--- src/rtl/prbs_pkg.sv ---
// prbs_pkg: polynomial constants, order/tap helpers and FSM states shared by the PRBS generator and checker
package prbs_pkg;
    localparam int PRBS_MAX_ORDER = 31;

    localparam logic [3:0] PN3  = 4'd0;
    localparam logic [3:0] PN7  = 4'd1;
    localparam logic [3:0] PN9  = 4'd2;
    localparam logic [3:0] PN15 = 4'd3;
    localparam logic [3:0] PN23 = 4'd4;
    localparam logic [3:0] PN31 = 4'd5;

    localparam logic [4:0] PN3_ORDER  = 5'd3;
    localparam logic [4:0] PN7_ORDER  = 5'd7;
    localparam logic [4:0] PN9_ORDER  = 5'd9;
    localparam logic [4:0] PN15_ORDER = 5'd15;
    localparam logic [4:0] PN23_ORDER = 5'd23;
    localparam logic [4:0] PN31_ORDER = 5'd31;

    localparam logic [4:0] PN3_TAP  = 5'd2;
    localparam logic [4:0] PN7_TAP  = 5'd6;
    localparam logic [4:0] PN9_TAP  = 5'd5;
    localparam logic [4:0] PN15_TAP = 5'd14;
    localparam logic [4:0] PN23_TAP = 5'd18;
    localparam logic [4:0] PN31_TAP = 5'd28;

    typedef enum logic [1:0] {IDLE, SEED, VERIFY, LOCKED} prbs_state_t;

    // Unassigned selects fall back to PN7
    function automatic logic [4:0] prbs_order(input logic [3:0] sel);
        return sel == PN3  ? PN3_ORDER  :
               sel == PN9  ? PN9_ORDER  :
               sel == PN15 ? PN15_ORDER :
               sel == PN23 ? PN23_ORDER :
               sel == PN31 ? PN31_ORDER : PN7_ORDER;
    endfunction

    function automatic logic [4:0] prbs_tap(input logic [3:0] sel);
        return sel == PN3  ? PN3_TAP  :
               sel == PN9  ? PN9_TAP  :
               sel == PN15 ? PN15_TAP :
               sel == PN23 ? PN23_TAP :
               sel == PN31 ? PN31_TAP : PN7_TAP;
    endfunction

    function automatic logic [PRBS_MAX_ORDER-1:0] prbs_mask(input logic [3:0] sel);
        return {PRBS_MAX_ORDER{1'b1}} >> (5'(PRBS_MAX_ORDER) - prbs_order(sel));
    endfunction
endpackage

--- src/rtl/prbs_lfsr_next.sv ---
// prbs_lfsr_next: next LFSR output bit for the selected polynomial
module prbs_lfsr_next
    import prbs_pkg::*;
(
    input  logic [3:0]                sel,
    input  logic [PRBS_MAX_ORDER-1:0] state,
    output logic                      bit_next
);
    logic [4:0] a;
    logic [4:0] b;

    assign a = prbs_order(sel) - 5'd1;
    assign b = prbs_tap(sel) - 5'd1;
    assign bit_next = state[a] ^ state[b];
endmodule

--- config.mk ---
export PLATFORM = sky130hd
export DESIGN_NAME = prbs_lfsr_next
export DESIGN_NICKNAME = d
export VERILOG_FILES = /design/src/rtl/prbs_pkg.sv /design/src/rtl/prbs_lfsr_next.sv
export SDC_FILE = /design/constraint.sdc
export NUM_CORES = 1
export LEC_CHECK = 0
export ABC_AREA = 1
export CORE_AREA = 2 2 39 41
export DETAILED_ROUTE_END_ITERATION = 10
export DIE_AREA = 0 0 41 43
export DONT_BUFFER_PORTS = 1
export PLACE_DENSITY_LB_ADDON = 0.2
export SLEW_MARGIN = 20
export SYNTH_ARGS = -nofsm -noshare
export SYNTH_HDL_FRONTEND = slang
export SYNTH_SLANG_ARGS = --single-unit
--- constraint.sdc ---
create_clock -name vclk -period 2.1
set_clock_uncertainty 0.15 [all_clocks]
set_input_delay 0.315 -clock vclk [all_inputs]
set_output_delay 0.315 -clock vclk [all_outputs]
set_load 0.02 [all_outputs]
==> results of run 1 <==
## cell usage after synthesis
cell type,instances
nand3_1,44
nand2_1,39
inv_1,13
nor2_1,4
buf_4,2
buf_6,2
inv_2,2
nand2_2,2
nand3b_1,2
nor2_4,2
o21ai_0,2
a21oi_1,1
clkbuf_1,1
ha_1,1
o211ai_1,1
o21ai_2,1
## routing by layer
layer  global-route usage, %  up-vias
li1                        -      407
met1                    24.4      350
met2                    35.6       23
met3                    1.05        0
met4                       0        0
met5                       0        -
## where the power goes
part	internal, uW	switching, uW	leakage [uW]
Sequential	0	0	0
Clock	0	0	0
Combinational	61.6	91.7	0.000390
Total	61.6	91.7	0.000390
## final cells by class
type                            count  area (um^2)  share of cell area (%)
Inverter                           15         66.3                    8.60
Multi-Input combinational cell     99          606                    78.6
Tap cell                           16         20.0                    2.60
Timing Repair Buffer               10         78.8                    10.2
## how the worst max path moves through the flow
stage | to | slack [ns] | depth (start not counted)
6_report | bit_next | 0.06 | 13
2_1_floorplan | bit_next | -0.03 | 13
3_5_place_dp | bit_next | -0.10 | 15
3_3_place_gp | bit_next | -0.04 | 15
5_1_grt | bit_next | -0.01 | 14
4_1_cts | bit_next | 0.002 | 16
## kinds of logic (layout without fill, tap and decap cells)
family | Yosys count | after routing | share of synthesized area (%)
and+or+nand+nor | 93 | 93 | 75.3
buffers and inverters | 20 | 25 | 17.0
AOI/OAI and AO/OA | 5 | 5 | 5.46
adders and majority gates | 1 | 1 | 2.18
## per-stage QoR
| step | cells | hold WS [ns] | util (%) | setup slack, ns | total power [uW] |
|---|---|---|---|---|---|
| 2_1_floorplan | 119 | 0.793 | - | -0.0273 | 107 |
| 3_3_place_gp | 138 | 0.823 | 47.5 | -0.0432 | 125 |
| 3_5_place_dp | 138 | 0.827 | 47.5 | -0.103 | 127 |
| 4_1_cts | 138 | 0.828 | 48.4 | 0.00196 | 130 |
| 5_1_grt | 140 | 0.861 | 55.7 | -0.0114 | 168 |
| 6_report | 140 | 0.829 | 55.7 | 0.0642 | 153 |
## cell usage in the layout (no fill, tap or decap), types with 2 or more instances in the layout
master / netlist / routed
nand2_1: 39 / 31
nand3_1: 44 / 29
nand3_2: 0 / 15
inv_1: 13 / 11
buf_4: 2 / 9
nand2_2: 2 / 7
nor2_4: 2 / 3
nand2_4: 0 / 3
nor2_1: 4 / 3
inv_2: 2 / 2
nand3b_1: 2 / 2
## worst max-delay path: stages
cell     delay [ns]
inv_2          0.05
nor2_4         0.03
nand2_2        0.13
nand2_4        0.07
ha_4           0.33
buf_6          0.14
nand3_2        0.07
nand3_1        0.08
nand3_2        0.07
nand3_2        0.07
nand2_1        0.05
nand2_1        0.07
nand2_2        0.09
## timing repair
| action | CTS | global route |
|---|---|---|
| gates resized for setup | 5 | 22 |
| gates cloned | 0 | 0 |
| setup endpoints to repair | 1 | 1 |
| pin swaps | 1 | 11 |
| setup buffers | 0 | 2 |
==> flow_summary.json, run 1 <==
{
  "hp-start": "sel[2]",
  "power_density_mw_per_mm2": 199,
  "tns_ns": 0,
  "drt.antenna.violating_nets": 0,
  "tightestPinTransition_ns": 0.235,
  "placed_cell_area_um2": 657,
  "cp-end-kind": "output port",
  "grt_antenna_before_repair": 0,
  "crit_type": "in -> out",
  "min_to": "bit_next",
  "clock_buffers": 0,
  "gp_congestion": 0.865,
  "ys_top_cells_by_area": "nand3_1, nand2_1, inv_1, buf_6, nor2_4",
  "num-fill-cells": 153,
  "slew_violations": 0,
  "fp.dieArea_mm2": 0.00176,
  "outcome": "complete, no violations",
  "critPathLaunch": "sel[1]",
  "yosysTopAreaCell": "nand3_1",
  "crit_arrival_ns": 1.57,
  "synth-warning-count": 0,
  "die_w_um": 41,
  "synthCells": 119,
  "grt_pass1_vias": 669,
  "required_ns": 1.63,
  "grt_pass1_wl_mm": 2.54,
  "post-route-period-util_pct": 96.9,
  "rows": 14,
  "antennaDiodeCount": 0,
  "drtIter0Drc": 7,
  "vias": 780,
  "num-nets-final": 162,
  "synth.avg_cell_area_um2": 4.82,
  "ys_seq_area_share_pct": 0,
  "io_buffers": 0,
  "post-dp-hpwl_mm": 1.32,
  "min_period_ns": 2.04,
  "leakage_uw": 0.000390,
  "setup_viol": 0,
  "drcViolationCount": 0,
  "fin_area_um2": 771,
  "ctsHoldBuffers": 0,
  "start_util_pct": 41.4,
  "cp_max_fo": 6,
  "min_path_cells": 5,
  "grt_start_max_net_pins": 17,
  "seq_cell_count": 0,
  "layout-drive-gt1-share_pct": 35.5,
  "ir_drop_v": 0.000101,
  "wl_met1_um": 757,
  "fmax_ghz": 0.491,
  "synth_nets": 155,
  "track_usage_pct": 19.3,
  "num_io_pins": 36,
  "hold_class": "in -> out",
  "drt_pass1_iterations": 4,
  "routed_wl_mm": 1.80,
  "wire_per_inst_um": 12.8,
  "wl_met3_um": 127,
  "top_layer_used": "met3",
  "overflow": 0,
  "synth_area_um2": 573,
  "hold_viol": 0,
  "max-slew-margin-rel_pct": 84.2,
  "coreArea_mm2": 0.00138,
  "synth.distinct_cells": 16,
  "wl_met2_um": 911,
  "worstSetupStartpointType": "input pin",
  "seqCellArea_um2": 0,
  "maxCapViolations": 0,
  "synth_top_area_share_pct": 38.4,
  "die_h_um": 43,
  "via_per_inst": 5.57,
  "synthToLayoutAreaGrowth_pct": 34.5
}
Power figures use the tool's default switching activity.
==> inputs of run 2 (changes only) <==
Clock period 2.1 ns to 2.35 ns, I/O delays scaled along.
==> flow_summary.json, run 2 (same netlist as run 1, synthesis figures left out) <==
{
  "outcome": "complete, no violations",
  "path_common_cell": "nand2_1",
  "post-dp-hpwl_mm": 1.35,
  "routed_wl_mm": 1.68,
  "fin_area_um2": 654,
  "min_to": "bit_next",
  "leakage_uw": 0.000351,
  "required_ns": 1.85,
  "seqCellArea_um2": 0,
  "cp_max_fo": 5,
  "ctsHoldBuffers": 0,
  "layout_commonest_cell": "nand3_1",
  "coreArea_mm2": 0.00138,
  "rows": 14,
  "start_util_pct": 41.4,
  "grt_start_max_net_pins": 17,
  "slew_violations": 0,
  "crit_arrival_ns": 1.72,
  "min_path_cells": 5,
  "cp_slowest_stage_delay_ns": 0.15,
  "power.total_uw": 115,
  "drcViolationCount": 0,
  "grt_pass1_wl_mm": 2.60,
  "num-fill-cells": 151,
  "max-slew-margin-rel_pct": 81.7,
  "cp-end-kind": "output port",
  "setup_viol": 0,
  "via_per_inst": 5.54,
  "hold_class": "in -> out",
  "power_density_mw_per_mm2": 176,
  "hp-start": "sel[2]",
  "worstSetupStartpointType": "input pin",
  "io_buffers": 0,
  "overflow": 0,
  "drtIter0Drc": 19,
  "die_h_um": 43,
  "fp.dieArea_mm2": 0.00176,
  "min_period_ns": 2.22,
  "synthToLayoutAreaGrowth_pct": 14.2,
  "seq_cell_count": 0,
  "antennaDiodeCount": 0,
  "fmax_ghz": 0.450,
  "drt.antenna.violating_nets": 0,
  "drt_pass1_iterations": 4,
  "vias": 776,
  "grt_antenna_before_repair": 0,
  "layout-drive-gt1-share_pct": 19.4,
  "tns_ns": 0,
  "multiInputGateArea_um2": 500,
  "ir_drop_v": 0.0000754,
  "final_cell_mix": "nand3_1, nand2_1, inv_1, buf_4, nand2_2",
  "gp_congestion": 0.872,
  "maxCapViolations": 0,
  "num_io_pins": 36,
  "wire_per_inst_um": 12.0,
  "track_usage_pct": 19.5,
  "tightestPinTransition_ns": 0.271,
  "critPathBufInv": 2,
  "grt_pass1_vias": 679,
  "cpMaxStageDelayCell": "ha_4",
  "crit_type": "in -> out",
  "cp_cell_sequence": "nor2_2 -> nand2_1 -> inv_2 -> nand2_1 -> nand2_1 -> ha_4 -> nand3_2 -> nand2_2 -> buf_4 -> nand3_1 -> nand3_1 -> nand3_1 -> nand2_1 -> nand2_1 -> nand2_2",
  "die_w_um": 41,
  "num-nets-final": 162,
  "hold_viol": 0,
  "post-route-period-util_pct": 94.5,
  "placed_cell_area_um2": 619,
  "crit_family": "simple AND/OR/NAND/NOR gates",
  "dp.cells": 139,
  "clock_buffers": 0,
  "fin_cells": 140
}
run 2: cell count changes in the layout (fill, tap and decap cells not counted), moves of 3 or more:
| cell | previous run | this run |
|---|---|---|
| nand3_1 | 29 | 43 |
| nand3_2 | 15 | 1 |
| nand2_1 | 31 | 37 |
| nand2_2 | 7 | 4 |
| nand2_4 | 3 | 0 |
run 2: how the worst max path moves through the flow:
stage | startpoint | to | depth (start not counted)
after global placement | sel[3] | bit_next | 14
after CTS | sel[3] | bit_next | 14
after floorplan | sel[3] | bit_next | 14
after global routing | sel[3] | bit_next | 15
after detailed placement | sel[3] | bit_next | 14
final | sel[3] | bit_next | 15
run 2: layer usage:
layer  track usage, %  wire length, um  vias to the layer above
li1                 -                -                      402
met5                0                0                        -
met4                0                0                        0
met3            0.524              123                        0
met2             34.1              824                       25
met1             26.9              728                      349
run 2: layout make-up:
class              instances  area share [%]
inverters                 15            8.99
multi-input cells         99            76.5
well taps                 16            3.06
repair buffers            10            11.5
run 2: timing repair:
item	in CTS	in global routing
pin swaps	0	2
buffers inserted	0	1
setup endpoints to repair	1	1
resized for setup	1	7
run 2: per-stage QoR:
step | util, % | hold WS (ns) | setup slack [ns]
floorplan | - | 0.898 | 0.0170
finish | 47.3 | 0.902 | 0.130
global route | 47.3 | 0.967 | -0.0331
detailed placement | 44.8 | 0.935 | 0.00673
CTS | 44.9 | 0.909 | 0.0267
global placement | 44.8 | 0.939 | 0.0128
run 2: power by group:
part,switching (uW),internal (uW),total [uW]
Combinational,67.7,47.6,115
Sequential,0,0,0
Clock,0,0,0
==> inputs of run 3 (changes only) <==
Settings changed: ABC_AREA 1 to not set.
==> flow_summary.json, run 3 <==
{
  "outcome": "finished, violations left",
  "failed_checks": "negative setup slack",
  "routed_wl_mm": 1.43,
  "yosysMostFrequentCell": "nor2_1",
  "synth_top_family_by_area": "simple AND/OR/NAND/NOR gates",
  "power_density_mw_per_mm2": 179,
  "vias": 574,
  "drtIter0Drc": 3,
  "via_per_inst": 6.31,
  "synth.avg_cell_area_um2": 7.99,
  "min_period_ns": 2.85,
  "grt_pass1_vias": 517,
  "cp_slowest_stage_delay_ns": 0.39,
  "grt_pass1_wl_mm": 2.30,
  "synthCells": 78,
  "rows": 14,
  "dpl_worst_slack_ns": -0.537,
  "maxCapViolations": 0,
  "max-slew-margin-rel_pct": 79.4,
  "multiInputGateArea_um2": 614,
  "cpMaxStageDelayCell": "or3b_4",
  "cp_max_fo": 13,
  "worstSetupStartpointType": "input pin",
  "num-nets-final": 113,
  "overflow": 0,
  "antennaDiodeCount": 0,
  "leakage_uw": 0.000227,
  "synth.distinct_cells": 37,
  "ys_top_cells_by_area": "mux4_2, mux2i_1, mux2_2, xnor2_1, o21ai_0",
  "io_buffers": 0,
  "cp-end-kind": "output port",
  "gp_congestion": 0.827,
  "synth-xor-area-share_pct": 4.22,
  "fp.dieArea_mm2": 0.00176,
  "synth_common_cells": "nor2_1, nand2_1, o21ai_0",
  "synthMuxAreaShare_pct": 26.3,
  "fmax_ghz": 0.350,
  "coreArea_mm2": 0.00138,
  "ctsHoldBuffers": 0,
  "required_ns": 1.85,
  "drt.antenna.violating_nets": 0,
  "seqCellArea_um2": 0,
  "grt_start_max_net_pins": 17,
  "fin_util_pct": 48.8,
  "post-dp-hpwl_mm": 1.14,
  "crit_type": "in -> out",
  "tightestPinTransition_ns": 0.306,
  "final_cell_mix": "nor2_1, nand2_1, o21ai_0",
  "rsz0062_at_grt": "true",
  "num-fill-cells": 133,
  "ir_drop_v": 0.0000785,
  "seq_cell_count": 0,
  "layout-drive-gt1-share_pct": 30.7,
  "synth_nets": 114,
  "crit_arrival_ns": 2.35,
  "num_io_pins": 36,
  "synth_top_area_share_pct": 14.5,
  "die_w_um": 41,
  "grt_antenna_before_repair": 0,
  "cp_cell_sequence": "or3b_4 -> a21oi_4 -> ha_4 -> mux2_4 -> a221o_1 -> a311oi_2 -> a2bb2oi_2 -> xnor2_2",
  "setup_slack_ns": -0.504,
  "clock_buffers": 0,
  "drt_pass1_iterations": 2,
  "wire_per_inst_um": 15.8,
  "synthSimpleGateAreaFrac_pct": 30.3,
  "synthAdderAreaFrac_pct": 2.01,
  "setup_viol": 1,
  "track_usage_pct": 17.5,
  "hold_class": "in -> out",
  "synth_compound_area_share_pct": 28.7,
  "hold_viol": 0,
  "yosysTopAreaCell": "mux4_2",
  "post-route-period-util_pct": 121,
  "synthToLayoutAreaGrowth_pct": 8.43,
  "start_util_pct": 45.0,
  "drcViolationCount": 0,
  "layout_commonest_cell": "nor2_1",
  "die_h_um": 43,
  "synth_area_um2": 623,
  "slew_violations": 0,
  "synth-warning-count": 0,
  "ys_seq_area_share_pct": 0
}
## run 3: changes by cell type in the layout (fill, tap and decap cells not counted), sizes merged, moves of 3 or more
cell / change
a21oi: +3
buf: -6
inv: -13
mux2: +3
mux2i: +4
mux4: +4
nand2: -36
nand2b: +3
nand3: -42
nor3: +4
o21ai: +3
xnor2: +3
## run 3: layout make-up
type / count / area share, %
multi-input combinational: 69 / 90.9
timing repair buffer: 4 / 5.00
tap: 16 / 2.96
inverter: 2 / 1.11
## run 3: power by group
group	internal (uW)	switching (uW)	leakage [uW]
Sequential	0	0	0
Clock	0	0	0
Combinational	67.7	53.1	0.000227
## run 3: cells by family after synthesis
family	count (synthesis)
mux	11
xor+xnor	3
fa+ha+maj	1
buf+inv	9
compound gates	24
simple gates	30
## run 3: repair_timing
| item | 4_1_cts | 5_1_grt |
|---|---|---|
| setup buffers | 0 | 0 |
| setup endpoints to repair | 1 | 1 |
| gates resized for setup | 0 | 3 |
| pin swaps | 1 | 1 |
## run 3: worst max-delay path, delay by kind of cell
family	cells	cell delay [ns]
AO/OA/AOI/OAI	4	0.84
XOR/XNOR	1	0.30
AND/OR/NAND/NOR	1	0.39
adder cells (fa/ha/maj)	1	0.17
multiplexers	1	0.29
## run 3: path summary, 6_finish.rpt
kind / cells past startpoint / to / startpoint / slack, ns
worst max-delay path: 8 / bit_next / sel[0] / -0.50
worst min-delay path: 3 / bit_next / sel[1] / 0.84
## run 3: stage by stage
stage	std cells	area, um^2	TNS, ns	total power [uW]	hold slack [ns]
after detailed placement	91	654	-0.537	117	0.851
final	91	676	-0.504	121	0.842
after global routing	91	676	-0.593	131	0.867
after floorplan	78	691	-0.648	120	0.943
after global placement	91	654	-0.520	117	0.849
after CTS	91	654	-0.512	117	0.869
## run 3: per-layer routing
metal | vias up | global-route usage [%] | wire length, um
li1 | 296 | - | -
met5 | - | 0 | 0
met2 | 13 | 26.6 | 706
met1 | 265 | 29.0 | 676
met3 | 0 | 0 | 52
met4 | 0 | 0 | 0
==> patch (flow settings as in run 3) <==
The package constant `PRBS_MAX_ORDER` goes from 31 to 62.
--- a/src/rtl/prbs_pkg.sv
+++ b/src/rtl/prbs_pkg.sv
@@ -2,3 +2,3 @@
 package prbs_pkg;
-    localparam int PRBS_MAX_ORDER = 31;
+    localparam int PRBS_MAX_ORDER = 62;
 
Interface: changed (resized state); port bits go from 36 to 67. The function was not compared with the original's and may differ.
==> patch against run 3 <==
- the run still ends with negative setup slack left
- worst setup slack improved by 0.056 ns
- first-iteration DRC count increased to 2.7 times the old value
- wire length increased by 14%
- power increased by 1.5%
- global-route usage increased by 2.2 points
- design area decreased by 0.56%
- synthesized area decreased by 13%
- largest power group unchanged
- largest cell class unchanged
==> patch: results (changes against run 3) <==
Average wire per standard cell - 17.6 um (+11%)
Slew @ Worst Pin - 0.321 ns (+0.0152 ns)
Maximum vdd drop - 0.0000669 V (-15%)
# nets final - 146 (+29%)
Netlist cell types - 36 (-2.7%)
Worst EP arrival - 2.30 ns (-0.05 ns)
Vias in the first global route - 569 (+10%)
Synth top area share - 9.70% (-4.8 points)
First-pass GRT wire length - 2.50 mm (+8.4%)
Met1 wire length - 673 um (-0.44%)
Met2 usage - 34.1% (+7.5 points)
Share of layout cells above drive strength 1 - 33.8% (+3.1 points)
Cell total after placement - 93 (+2.2%)
Met3 usage - 2.62% (+2.6 points)
Violated checks - negative setup slack
Hold Path Origin - sel[3]
Tcrit/Tclk final - 119% (-2.4 points)
FFs & Latches - 0 (unchanged)
Avg Vias per Cell - 6.28 (-0.45%)
Placed inst area - 629 um^2 (-3.8%)
Crit start category - input pin
Slowest stage cell, crit path - a2111oi_4
Highest metal used - met4
Pre-Repair DR Iteration Count - 4 (+2)
Crit-path max cell delay - 0.19 ns (-0.20 ns)
Synth cell count leaders - 7 x nand2_1, 5 x a21oi_1, 5 x buf_2, 5 x nand3_1, 5 x nor3_1
Syn Inst Count - 73 (-6.4%)
Met1 Use GR - 24.0% (-5.0 points)
DP HPWL - 1.21 mm (+5.3%)
HP Class - in -> out
PnR worst setup slack - -0.449 ns (+0.0556 ns)
Status - complete, but fails checks
Gr usage total - 19.7% (+2.2 points)
Final setup fails - 1 (unchanged)
Static Leak - 0.237 nW (+4.7%)
DRT iter0 DRCs - 8 (+5)
WL met2 - 813 um (+15%)
Critical path fanouts, max - 16 (+3)
Setup TNS - -0.449 ns (+0.0556 ns)
Met3 WL - 95 um (+83%)
RD Place Congestion - 0.766 (-7.4%)
Vias after detailed routing - 584 (+1.7%)
patch: stage by stage:
step	setup WS, ns	hold slack [ns]
final	-0.449	0.900
after global routing	-0.593	0.938
after CTS	-0.461	0.877
after detailed placement	-0.544	0.877
after floorplan	-0.579	0.806
after global placement	-0.487	0.874
patch: cells by family after synthesis:
group | share of synthesized area [%]
adder cells (fa/ha/maj) | 2.31
AO/OA/AOI/OAI | 28.9
buffers and inverters | 7.39
XOR/XNOR | 6.47
AND/OR/NAND/NOR | 35.6
multiplexers | 19.4
patch: final cells by class:
class | instances | area [um^2]
fill | 150 | 712
multi-input combinational | 64 | 566
timing repair buffer | 10 | 75.1
inverter | 3 | 11.3
tap | 16 | 20.0
patch: power by group:
part	leakage (nW)	total (mW)	switching [mW]	internal (mW)
clock	0	0	0	0
combinational	0.237	0.123	0.0561	0.0664
sequential	0	0	0	0
total	0.237	0.123	0.0561	0.0664
patch: timing repair:
action,in CTS,in global routing
cloned,0,0
pin swaps,1,3
endpoints found under the setup margin,1,1
gates resized for setup,2,6
